[src/rtl/nibble_serial_alu_ctrl_if.sv]
// CPU-side start/done bundle for the nibble-serial ALU sequencer.
// Operands in, result and flags out.
interface nibble_serial_alu_ctrl_if #(
  parameter int NIBBLES = 4
);
  localparam int DW = 4 * NIBBLES;

  logic          start;
  logic          op_sub;
  logic [DW-1:0] op_a;
  logic [DW-1:0] op_b;
  logic          busy;
  logic          done;
  logic [DW-1:0] result;
  logic          flag_c;
  logic          flag_z;
  logic          flag_n;
  logic          flag_v;

  modport master (
    output start, op_sub, op_a, op_b,
    input  busy, done, result,
    input  flag_c, flag_z, flag_n, flag_v
  );

  modport slave (
    input  start, op_sub, op_a, op_b,
    output busy, done, result,
    output flag_c, flag_z, flag_n, flag_v
  );
endinterface

[src/rtl/nibble_serial_alu_ctrl.sv]
// Drives one external 4-bit adder over NIBBLES cycles to build a
// DATA_W-bit ADD/SUB result, LS nibble first, with C/Z/N/V flags.
module nibble_serial_alu_ctrl #(
  parameter int NIBBLES = 4
) (
  input  logic                 clk,
  input  logic                 rst,
  nibble_serial_alu_ctrl_if.slave bus,
  output logic [3:0]           adder_a,
  output logic [3:0]           adder_b,
  output logic                 adder_cin,
  input  logic [3:0]           adder_s,
  input  logic                 adder_co
);
  localparam int DW = 4 * NIBBLES;
  localparam int IW = $clog2(NIBBLES);

  typedef enum logic [1:0] {
    IDLE,
    RUN,
    DONE
  } state_e;

  state_e        state_q, state_d;
  logic [IW-1:0] idx_q, idx_d;
  logic          carry_q, carry_d;
  logic [DW-1:0] a_q, a_d;
  logic [DW-1:0] b_q, b_d;
  logic [DW-1:0] res_q, res_d;
  logic          c_q, c_d;
  logic          z_q, z_d;
  logic          n_q, n_d;
  logic          v_q, v_d;
  logic          last;

  assign last = (idx_q == IW'(NIBBLES - 1));

  always_comb begin
    state_d   = state_q;
    idx_d     = idx_q;
    carry_d   = carry_q;
    a_d       = a_q;
    b_d       = b_q;
    res_d     = res_q;
    c_d       = c_q;
    z_d       = z_q;
    n_d       = n_q;
    v_d       = v_q;
    adder_a   = 4'h0;
    adder_b   = 4'h0;
    adder_cin = 1'b0;
    unique case (state_q)
      IDLE: begin
        if (bus.start) begin
          state_d = RUN;
          a_d     = bus.op_a;
          // SUB is A + ~B + 1: invert B and seed the carry
          b_d     = bus.op_sub ? ~bus.op_b : bus.op_b;
          carry_d = bus.op_sub;
          idx_d   = '0;
          res_d   = '0;
          c_d     = 1'b0;
          z_d     = 1'b0;
          n_d     = 1'b0;
          v_d     = 1'b0;
        end
      end
      RUN: begin
        adder_a   = a_q[4*idx_q +: 4];
        adder_b   = b_q[4*idx_q +: 4];
        adder_cin = carry_q;
        res_d[4*idx_q +: 4] = adder_s;
        carry_d   = adder_co;
        idx_d     = last ? '0 : idx_q + 1'b1;
        if (last) begin
          state_d = DONE;
          c_d     = adder_co;
          z_d     = (res_d == '0);
          n_d     = res_d[DW-1];
          v_d     = (a_q[DW-1] == b_q[DW-1]) &&
                    (res_d[DW-1] != a_q[DW-1]);
        end
      end
      DONE: begin
        state_d = IDLE;
      end
      default: begin
        state_d = IDLE;
      end
    endcase
  end

  always_ff @(posedge clk) begin
    if (rst) begin
      state_q <= IDLE;
      idx_q   <= '0;
      carry_q <= 1'b0;
      a_q     <= '0;
      b_q     <= '0;
      res_q   <= '0;
      c_q     <= 1'b0;
      z_q     <= 1'b0;
      n_q     <= 1'b0;
      v_q     <= 1'b0;
    end else begin
      state_q <= state_d;
      idx_q   <= idx_d;
      carry_q <= carry_d;
      a_q     <= a_d;
      b_q     <= b_d;
      res_q   <= res_d;
      c_q     <= c_d;
      z_q     <= z_d;
      n_q     <= n_d;
      v_q     <= v_d;
    end
  end

  assign bus.busy   = (state_q == RUN);
  assign bus.done   = (state_q == DONE);
  assign bus.result = res_q;
  assign bus.flag_c = c_q;
  assign bus.flag_z = z_q;
  assign bus.flag_n = n_q;
  assign bus.flag_v = v_q;
endmodule

[src/flat_wrapper.sv]
// flat-port wrapper written by rule: the top's interface ports become plain ports
module nibble_serial_alu_ctrl_flat 
#(
  parameter int NIBBLES = 4
)
  (clk, rst, adder_a, adder_b, adder_cin, adder_s, adder_co, bus_start, bus_op_sub, bus_op_a, bus_op_b, bus_busy, bus_done, bus_result, bus_flag_c, bus_flag_z, bus_flag_n, bus_flag_v);
  nibble_serial_alu_ctrl_if #(.NIBBLES(NIBBLES)) bus_i ();
  input  logic clk;
  input  logic rst;
  output logic [3:0] adder_a;
  output logic [3:0] adder_b;
  output logic adder_cin;
  input  logic [3:0] adder_s;
  input  logic adder_co;
  input wire logic [$bits(bus_i.start)-1:0] bus_start;
  input wire logic [$bits(bus_i.op_sub)-1:0] bus_op_sub;
  input wire logic [$bits(bus_i.op_a)-1:0] bus_op_a;
  input wire logic [$bits(bus_i.op_b)-1:0] bus_op_b;
  output wire logic [$bits(bus_i.busy)-1:0] bus_busy;
  output wire logic [$bits(bus_i.done)-1:0] bus_done;
  output wire logic [$bits(bus_i.result)-1:0] bus_result;
  output wire logic [$bits(bus_i.flag_c)-1:0] bus_flag_c;
  output wire logic [$bits(bus_i.flag_z)-1:0] bus_flag_z;
  output wire logic [$bits(bus_i.flag_n)-1:0] bus_flag_n;
  output wire logic [$bits(bus_i.flag_v)-1:0] bus_flag_v;
  assign bus_i.start = bus_start;
  assign bus_i.op_sub = bus_op_sub;
  assign bus_i.op_a = bus_op_a;
  assign bus_i.op_b = bus_op_b;
  assign bus_busy = bus_i.busy;
  assign bus_done = bus_i.done;
  assign bus_result = bus_i.result;
  assign bus_flag_c = bus_i.flag_c;
  assign bus_flag_z = bus_i.flag_z;
  assign bus_flag_n = bus_i.flag_n;
  assign bus_flag_v = bus_i.flag_v;
  nibble_serial_alu_ctrl #(.NIBBLES(NIBBLES)) u_core (.clk(clk), .rst(rst), .bus(bus_i), .adder_a(adder_a), .adder_b(adder_b), .adder_cin(adder_cin), .adder_s(adder_s), .adder_co(adder_co));
endmodule
[config.mk]
export PLATFORM = sky130hd
export DESIGN_NAME = nibble_serial_alu_ctrl_flat
export DESIGN_NICKNAME = d
export VERILOG_FILES = /design/src/rtl/nibble_serial_alu_ctrl_if.sv /design/src/rtl/nibble_serial_alu_ctrl.sv /design/src/flat_wrapper.sv
export SDC_FILE = /design/constraint.sdc
export NUM_CORES = 1
export LEC_CHECK = 0
export BUFFER_PORTS_ARGS = -buffer_cell sky130_fd_sc_hd__buf_4
export CORE_UTILIZATION = 40
export DETAILED_ROUTE_END_ITERATION = 12
export RECOVER_POWER = 25
export SLEW_MARGIN = 25
export SYNTH_ARGS = -nofsm -noshare
export SYNTH_HDL_FRONTEND = slang
export SYNTH_SLANG_ARGS = --single-unit
export TNS_END_PERCENT = 1
[constraint.sdc]
create_clock -name clk -period 6.4 [get_ports clk]
set_input_delay 0.64 -clock clk [delete_from_list [all_inputs] [get_ports clk]]
set_output_delay 0.64 -clock clk [all_outputs]
set_load 0.01 [all_outputs]
* Yosys cells after proc, flatten, opt, wreduce, memory -nomap -nowiden
Index checks and enable logic that the tools add are counted.
Operators by class: shift-type cells 4, bitwise operators 1, reductions and logical operators 8, mux-type cells 24, equal/unequal tests 7, add/sub/neg operators 2
Operators with widths (count):
- $neg 4->34 | 1
- $shift 4x34->16 const A | 1
- $shiftx 4x34->16 | 1
- $mux 16 | 2
- $pmux 16 s2 | 1
- $shiftx 16x5->4 | 2
- $bwmux 16 | 1
- $logic_not 16->1 | 1
- $not 16->16 | 1
- $pmux 1 s2 | 5
- $mux 2 | 4
- $mux 4 | 2
- $pmux 2 s2 | 2
- $mux 1 | 7
- $reduce_and 2->1 | 3
- $eq 2x2->1 const B | 2
- $reduce_and 3->1 | 1
- $add 2x1->2 const B | 1
- $eq 2x1->1 const B | 1
- $logic_not 2->1 | 1
- $ne 2x1->1 const B | 1
- $ne 2x2->1 const B | 1
- $reduce_bool 2->1 | 1
- $eq 1x1->1 | 1
- other kinds (2) | 2
Storage, ports and cells: input port bits 41, register bits after elaboration 57, word-level logic and storage cells 56

* Logic depth before layout (Yosys ltp)
Gate-level depths: netlist of run 1.
word-level depth 7, gate-level depth with buffers 8

* Worst setup path after synthesis of run 1
Ideal clock, no wire load.
kind flip-flop to flip-flop, from register u_core.idx_q[1], to register u_core.z_q, in the netlist u_core.bus.flag_z, library setup time 117 ps, setup slack 4370 ps, data arrival time 1913 ps, stages on the path, launching flop included 8, path buffers 1, cell sequence dfxtp_1 -> clkbuf_1 -> inv_1 -> ha_1 -> or3b_4 -> a211oi_2 -> a211oi_1 -> a22o_1
Between the ends: word-level cells in the longest chain between the ends 6, elaborated cells on any way between the ends 10, classes of those cells add/sub (1); eq/ne (2); shift (2); mux (3); reduce/logical (2)
RTL lines:
- start: declaration | line nibble_serial_alu_ctrl.sv:25 | logic [IW-1:0] idx_q, idx_d;
- start signal: assignment | line nibble_serial_alu_ctrl.sv:107 | idx_q <= idx_d;
- $neg 4->34 | line nibble_serial_alu_ctrl.sv:72 | res_d[4*idx_q +: 4] = adder_s;
- $shiftx 4x34->16 / $shift 4x34->16 (equally long branches) | line nibble_serial_alu_ctrl.sv:72
- $bwmux 16 | line nibble_serial_alu_ctrl.sv:72
- $logic_not 16->1 | line nibble_serial_alu_ctrl.sv:78 | z_d = (res_d == '0);
- $mux 1 | line nibble_serial_alu_ctrl.sv:75 | if (last) begin
- $pmux 1 s2 | line nibble_serial_alu_ctrl.sv:52 | unique case (state_q)
- end signal: assignment | line nibble_serial_alu_ctrl.sv:113 | z_q <= z_d;
- end: declaration | line nibble_serial_alu_ctrl.sv:31 | logic z_q, z_d;
Several ways; a longest one is shown, not always the timed one. The select of a mux whose other input is x is not followed. A chain may end at the register's enable or synchronous reset.

* Final worst setup path of run 1
from register u_core.idx_q[0], to output port adder_a[3]
Between the ends: word-level cells in the longest chain between the ends 2
RTL lines:
- $shiftx 16x5->4 | line nibble_serial_alu_ctrl.sv:69 | adder_a = a_q[4*idx_q +: 4];
- $mux 4 | line nibble_serial_alu_ctrl.sv:52
- end: declaration | line flat_wrapper.sv:10 | output logic [3:0] adder_a;
No other way between the ends.

==> impl_metrics.json, run 1 <==
{
  "outcome": "complete, but fails checks",
  "violations": "capacitance limit, slew limit",
  "dieArea_sq_um": 7336,
  "synth_cell_types": 46,
  "p_comb_share_pct": 15.5,
  "cpMaxStageDelayCell": "dfxtp_1",
  "start_util_pct": 41.20,
  "p_leak_nw": 1.327,
  "antenna_found_initial": 0,
  "grt-ovfl-total": 0,
  "cts_buffers": 9,
  "worstMarginPinSlew_ns": 1.953,
  "yosysTopAreaCellShare_pct": 40.77,
  "cts_buffer_depth": 2,
  "grt_use_total_pct": 19.17,
  "synth_nets": 350,
  "min_period_ns": 2.832,
  "final_nets": 412,
  "hold_class": "reg -> reg",
  "ys_seq_area_share_pct": 40.77,
  "drcViolationCount": 0,
  "clkPwrFrac_pct": 35.0,
  "routed_wl_um": 6517,
  "drive_gt1_share_pct": 21.80,
  "coreArea_sq_um": 6794,
  "ir_drop_uv": 87.16,
  "crit_path_max_fanout": 20,
  "grt_pass1_wl_um": 10870,
  "start_kind": "flop",
  "rows": 30,
  "clock_sinks": 57,
  "synth_area_leader_cell": "dfxtp_1",
  "rsz0062_at_grt": "false",
  "power_density_nw_per_um2": 231.2,
  "cts_tree": "yes",
  "cts_root_buffer": "clkbuf_8",
  "final_antenna_net_count": 0,
  "cts_setup_buffers": 0,
  "yosys-top-cells-count": "57 x dfxtp_1, 42 x nor2_1, 37 x nand2_1",
  "drt_pass1_iterations": 4,
  "wl_per_cell_um": 14.08,
  "path_delay_family": "flip-flops",
  "port-buffer-count": 71,
  "finalPower_w": 0.0007855,
  "drv_slew": 50,
  "syn_inst": 303,
  "ys.flop_type": "dfxtp_1",
  "fmax_mhz": 353.1,
  "hold_buffers": 0,
  "sw_frac_of_total_pct": 26.49,
  "clkSlewWorstSetupHoldPaths_ns": 0.06,
  "maxCapViolations": 1,
  "fin_worst_skew_ns": 0.008564,
  "max_slew_margin_pct": -30.23,
  "io_pins": 72,
  "gp_congestion": 0.9073,
  "vias_per_cell": 5.019,
  "fin_cells": 463,
  "synth-edff-count": 0,
  "syn-cell-area_sq_um": 2799,
  "utilization_pct": 50.02,
  "hold_violations": 0,
  "grt_pass1_vias": 2216,
  "ys_warn_count": 0,
  "seq_power_share_pct": 49.5,
  "p_int_w": 0.0005774,
  "arrival_ns": 2.19,
  "layout-area-overhead-vs-synth_pct": 21.41,
  "clk-insertion-delay-late_ns": 0.34,
  "vias": 2324,
  "end_kind": "output pin",
  "yosysMostFrequentCell": "dfxtp_1",
  "worst-path-buf-inv": 1,
  "cts_resized": 0,
  "syn_area_per_cell_sq_um": 9.237,
  "fin_setup_tns_ns": 0,
  "setup_viol": 0,
  "p_switching_w": 0.0002081,
  "finalCritPeriodShare_pct": 44.25,
  "ys_ff_latch": 57,
  "crit_type": "reg -> out",
  "h-tree-depth": 3,
  "placed_cells": 450,
  "grt_max_degree": 57,
  "die_w_um": 85.65,
  "antennaDiodeCount": 0,
  "die_h_um": 85.65,
  "drt_iter0_markers": 73,
  "synthArstFlopShare_pct": 0,
  "dp_hpwl_um": 4350,
  "cpPeakStageDelay_ns": 0.92,
  "synth_area_leaders": "dfxtp_1 41%, nor2_1 5.6%, xnor2_1 5.0%",
  "worstPathRequired_ns": 5.76,
  "crit_chain": "mux4_1, and2_1, buf_4"
}
## cells by family after synthesis
kind of cell / Yosys count / synth area share [%]
simple gates: 114 / 20.74
xor+xnor: 16 / 5.007
flops: 57 / 40.77
compound gates: 72 / 17.97
buf+inv: 28 / 5.409
mux: 10 / 7.421
fa+ha+maj: 6 / 2.682
## power groups by stage
stage               Combinational [W]  Clock, W  Sequential (W)
floorplan                   0.0000904         0        0.000389
global placement             0.000122         0        0.000396
detailed placement           0.000123         0        0.000397
CTS                          0.000123  0.000288        0.000389
global route                 0.000136  0.000303        0.000391
finish                       0.000122  0.000275        0.000389
## layer usage
layer	track usage, %	share of wire [%]
met4	5.909	0.60
met3	7.026	5.2
met5	0	0
met1	25.12	47
met2	29.53	47
## metrics by stage
| step | area [sq um] | hold WS [ns] | setup WS [ns] |
|---|---|---|---|
| global placement | 3334 | 0.4386 | 3.871 |
| floorplan | 2799 | 0.4315 | 4.370 |
| CTS | 3485 | 0.4552 | 3.501 |
| global route | 3398 | 0.4740 | 3.351 |
| detailed placement | 3334 | 0.4467 | 3.846 |
| finish | 3398 | 0.4518 | 3.568 |
## flip-flops by register name, indices dropped and copies added, names as in the netlist
register,count
u_core.b_q,16
u_core.idx_q,2
u_core.carry_q,1
u_core.bus.result,16
u_core.bus.flag_c,1
u_core.state_q,2
u_core.bus.flag_z,1
u_core.bus.flag_v,1
u_core.a_q,16
u_core.bus.flag_n,1
## final timing paths
| check | from | to | slack (ns) | cells after the start |
|---|---|---|---|---|
| worst min-delay path | u_core.a_q[11] | u_core.a_q[11] | 0.45 | 2 |
| worst min register to register | u_core.a_q[11] | u_core.a_q[11] | 0.45 | 2 |
| worst max register to register | u_core.state_q[0] | u_core.bus.flag_v | 3.67 | 5 |
| worst max-delay path | u_core.idx_q[0] | adder_a[3] | 3.57 | 3 |
## cells in the final DEF, fill, tap and decap left out, drive strengths merged, types with 4 or more instances in the layout
| cell type | count |
|---|---|
| a211oi | 18 |
| a21o | 4 |
| a21oi | 20 |
| a22oi | 18 |
| and2 | 8 |
| buf | 51 |
| clkbuf | 33 |
| dfxtp | 57 |
| ha | 6 |
| inv | 7 |
| mux4 | 8 |
| nand2 | 37 |
| nand2b | 4 |
| nor2 | 42 |
| nor2b | 4 |
| nor3 | 4 |
| nor4 | 4 |
| o22ai | 4 |
| xnor2 | 16 |
## worst min-delay path, stage by stage (launching register included)
cell	delay, ns
dfxtp_1	0.31
nand2_1	0.05
a21oi_1	0.05
## final cells by class
cell class,count,area [sq um]
repair buffers,72,461.7
clock buffers,12,145.1
well taps,96,120.1
multi-input cells,218,1499
flip-flops and latches,57,1141
fillers,699,3396
inverters,7,26.28
clock inverters,1,5.005
Note: power is estimated with default switching activity, not from simulation.
==> inputs of run 2 (changes only) <==
--- a/config.mk
+++ b/config.mk
@@ -8,6 +8,7 @@
 export BUFFER_PORTS_ARGS = -buffer_cell sky130_fd_sc_hd__buf_4
 export CORE_UTILIZATION = 40
 export DETAILED_ROUTE_END_ITERATION = 12
+export PLACE_DENSITY = 0.66
 export RECOVER_POWER = 25
 export SLEW_MARGIN = 25
 export SYNTH_ARGS = -nofsm -noshare
==> constraint.sdc (replaced) <==
create_clock -name clk -period 2.5 [get_ports clk]
set_input_delay 0.25 -clock clk [delete_from_list [all_inputs] [get_ports clk]]
set_output_delay 0.25 -clock clk [all_outputs]
set_load 0.01 [all_outputs]
==> run 2 against run 1 <==
The run now ends clean. Largest cell class unchanged. Combinational power increased to 2.6 times the previous value. Highest routed layer unchanged. Register-to-register slack worse by 3.3 ns. Global-route usage is 1.7 points lower. Flip-flop and latch count stayed put. First-iteration DRC count is 23% higher. Cell count up 1.5%. Worst hold slack worse by 0.30 ns.
==> impl_metrics.json, run 2 (synthesized netlist as in run 1, its figures left out) <==
{
  "outcome": "finished, final reports clean",
  "seq_power_share_pct": 39.6,
  "maxCapViolations": 0,
  "io_pins": 72,
  "finalWorstSetupSlack_ns": 0.2761,
  "arrival_ns": 1.97,
  "grt-ovfl-total": 0,
  "finalCritPeriodShare_pct": 88.96,
  "hold_class": "in -> reg",
  "rsz0062_at_grt": "false",
  "rows": 30,
  "h-tree-depth": 3,
  "clock_sinks": 57,
  "r2r_slack_ns": 0.38,
  "fin_worst_skew_ns": 0.01097,
  "vias_per_cell": 5.019,
  "max_slew_margin_pct": 57.94,
  "cts_buffers": 9,
  "final_nets": 416,
  "cts_buffer_depth": 2,
  "antennaDiodeCount": 0,
  "dp_hpwl_um": 4385,
  "end_kind": "output pin",
  "start_kind": "flop",
  "crit_path_max_fanout": 18,
  "grt_use_total_pct": 17.52,
  "dieArea_sq_um": 7336,
  "cts_resized": 0,
  "drcViolationCount": 0,
  "die_w_um": 85.65,
  "setup_viol": 0,
  "drive_gt1_share_pct": 23.80,
  "final_cell_mix": "57 x dfxtp_1, 55 x buf_4, 42 x nor2_1, 37 x nand2_1, 21 x clkbuf_1",
  "clkSlewWorstSetupHoldPaths_ns": 0.07,
  "layout-area-overhead-vs-synth_pct": 27.00,
  "r2r_cells": 6,
  "vias": 2359,
  "rr_startpoint": "u_core.idx_q[1]",
  "cts_tree": "yes",
  "min_period_ns": 2.224,
  "min_to": "u_core.a_q[13]",
  "min_delay_path_depth": 3,
  "p_leak_nw": 1.409,
  "p_int_w": 0.001926,
  "sw_frac_of_total_pct": 22.49,
  "pre_cts_ws_ns": 0.5765,
  "crit_type": "reg -> out",
  "fmax_mhz": 449.7,
  "timing.hold.ws_ns": 0.1518,
  "routed_wl_um": 6389,
  "antenna_found_initial": 0,
  "final_area_sq_um": 3555,
  "nFillCells": 673,
  "power_density_nw_per_um2": 698.9,
  "wl_per_cell_um": 13.59,
  "clkPwrFrac_pct": 47.3,
  "worstMarginPinSlew_ns": 0.6309,
  "final_antenna_net_count": 0,
  "grt_max_degree": 49,
  "p_switching_w": 0.0005587,
  "grt_pass1_vias": 2167,
  "grt_pass1_wl_um": 9929,
  "place_area_sq_um": 3364,
  "hold_buffers": 0,
  "coreArea_sq_um": 6794,
  "utilization_pct": 52.32,
  "clk-insertion-delay-late_ns": 0.34,
  "final_common_cell": "dfxtp_1",
  "p_comb_share_pct": 13.0,
  "ir_drop_uv": 381.8,
  "drt_iter0_markers": 90,
  "cts_setup_buffers": 0,
  "worstPathRequired_ns": 2.25,
  "drt_pass1_iterations": 4,
  "holdCritStartpoint": "bus_op_a[13]",
  "port-buffer-count": 71,
  "fin_setup_tns_ns": 0,
  "r2r_end": "u_core.bus.flag_z",
  "die_h_um": 85.65,
  "gp_congestion": 0.8359,
  "cts_root_buffer": "clkbuf_8",
  "drv_slew": 0,
  "hold_violations": 0,
  "start_util_pct": 41.20
}
==> run 2: cell count changes in the layout (fill, tap and decap cells not counted), sizes merged <==
cell    change
clkbuf      -1
buf         +4
bufinv      +4
==> run 2: cell type report <==
cell class,instances,area [sq um],area share [%]
Clock buffer,11,151.4,4.259
Sequential cell,57,1141,32.10
Multi-Input combinational cell,218,1499,42.17
Timing Repair Buffer,76,491.7,13.83
Clock inverter,5,125.1,3.520
Tap cell,96,120.1,3.379
Inverter,7,26.28,0.7392
==> run 2: worst max path at each step <==
stage	from	end	slack, ns	cells after the start
final	u_core.state_q[0]	adder_a[2]	0.28	4
after global routing	u_core.state_q[0]	adder_a[2]	0.18	4
after CTS	u_core.idx_q[0]	adder_b[3]	0.35	4
after detailed placement	u_core.idx_q[1]	u_core.bus.flag_z	0.58	6
after global placement	u_core.idx_q[1]	u_core.bus.flag_z	0.64	6
after floorplan	u_core.idx_q[1]	u_core.bus.flag_z	0.47	7
==> run 2: power by group through the flow <==
stage,Sequential (W),Combinational (W),Clock [W]
4_1_cts,0.000986,0.000329,0.00120
6_report,0.000985,0.000323,0.00118
2_1_floorplan,0.000995,0.000232,0
5_1_grt,0.000989,0.000355,0.00125
3_3_place_gp,0.00100,0.000324,0
3_5_place_dp,0.00101,0.000328,0
==> run 2: layer usage <==
| layer | part of all wire (%) | vias up | GRT usage [%] |
|---|---|---|---|
| li1 | - | 1199 | - |
| met1 | 48 | 1091 | 22.27 |
| met2 | 46 | 63 | 27.85 |
| met3 | 5.4 | 6 | 6.449 |
| met4 | 0.91 | 0 | 5.303 |
| met5 | 0 | - | 0 |
==> run 2: through the flow <==
step | total power, W | cells
2_1_floorplan | 0.001226 | 303
3_3_place_gp | 0.001328 | 454
3_5_place_dp | 0.001334 | 454
4_1_cts | 0.002516 | 470
5_1_grt | 0.002593 | 470
6_report | 0.002484 | 470
==> run 2: critical path: stages, from the launching register on <==
cell,delay (ns)
dfxtp_1,0.60
nand2b_1,0.35
inv_2,0.36
and2_1,0.21
buf_4,0.12
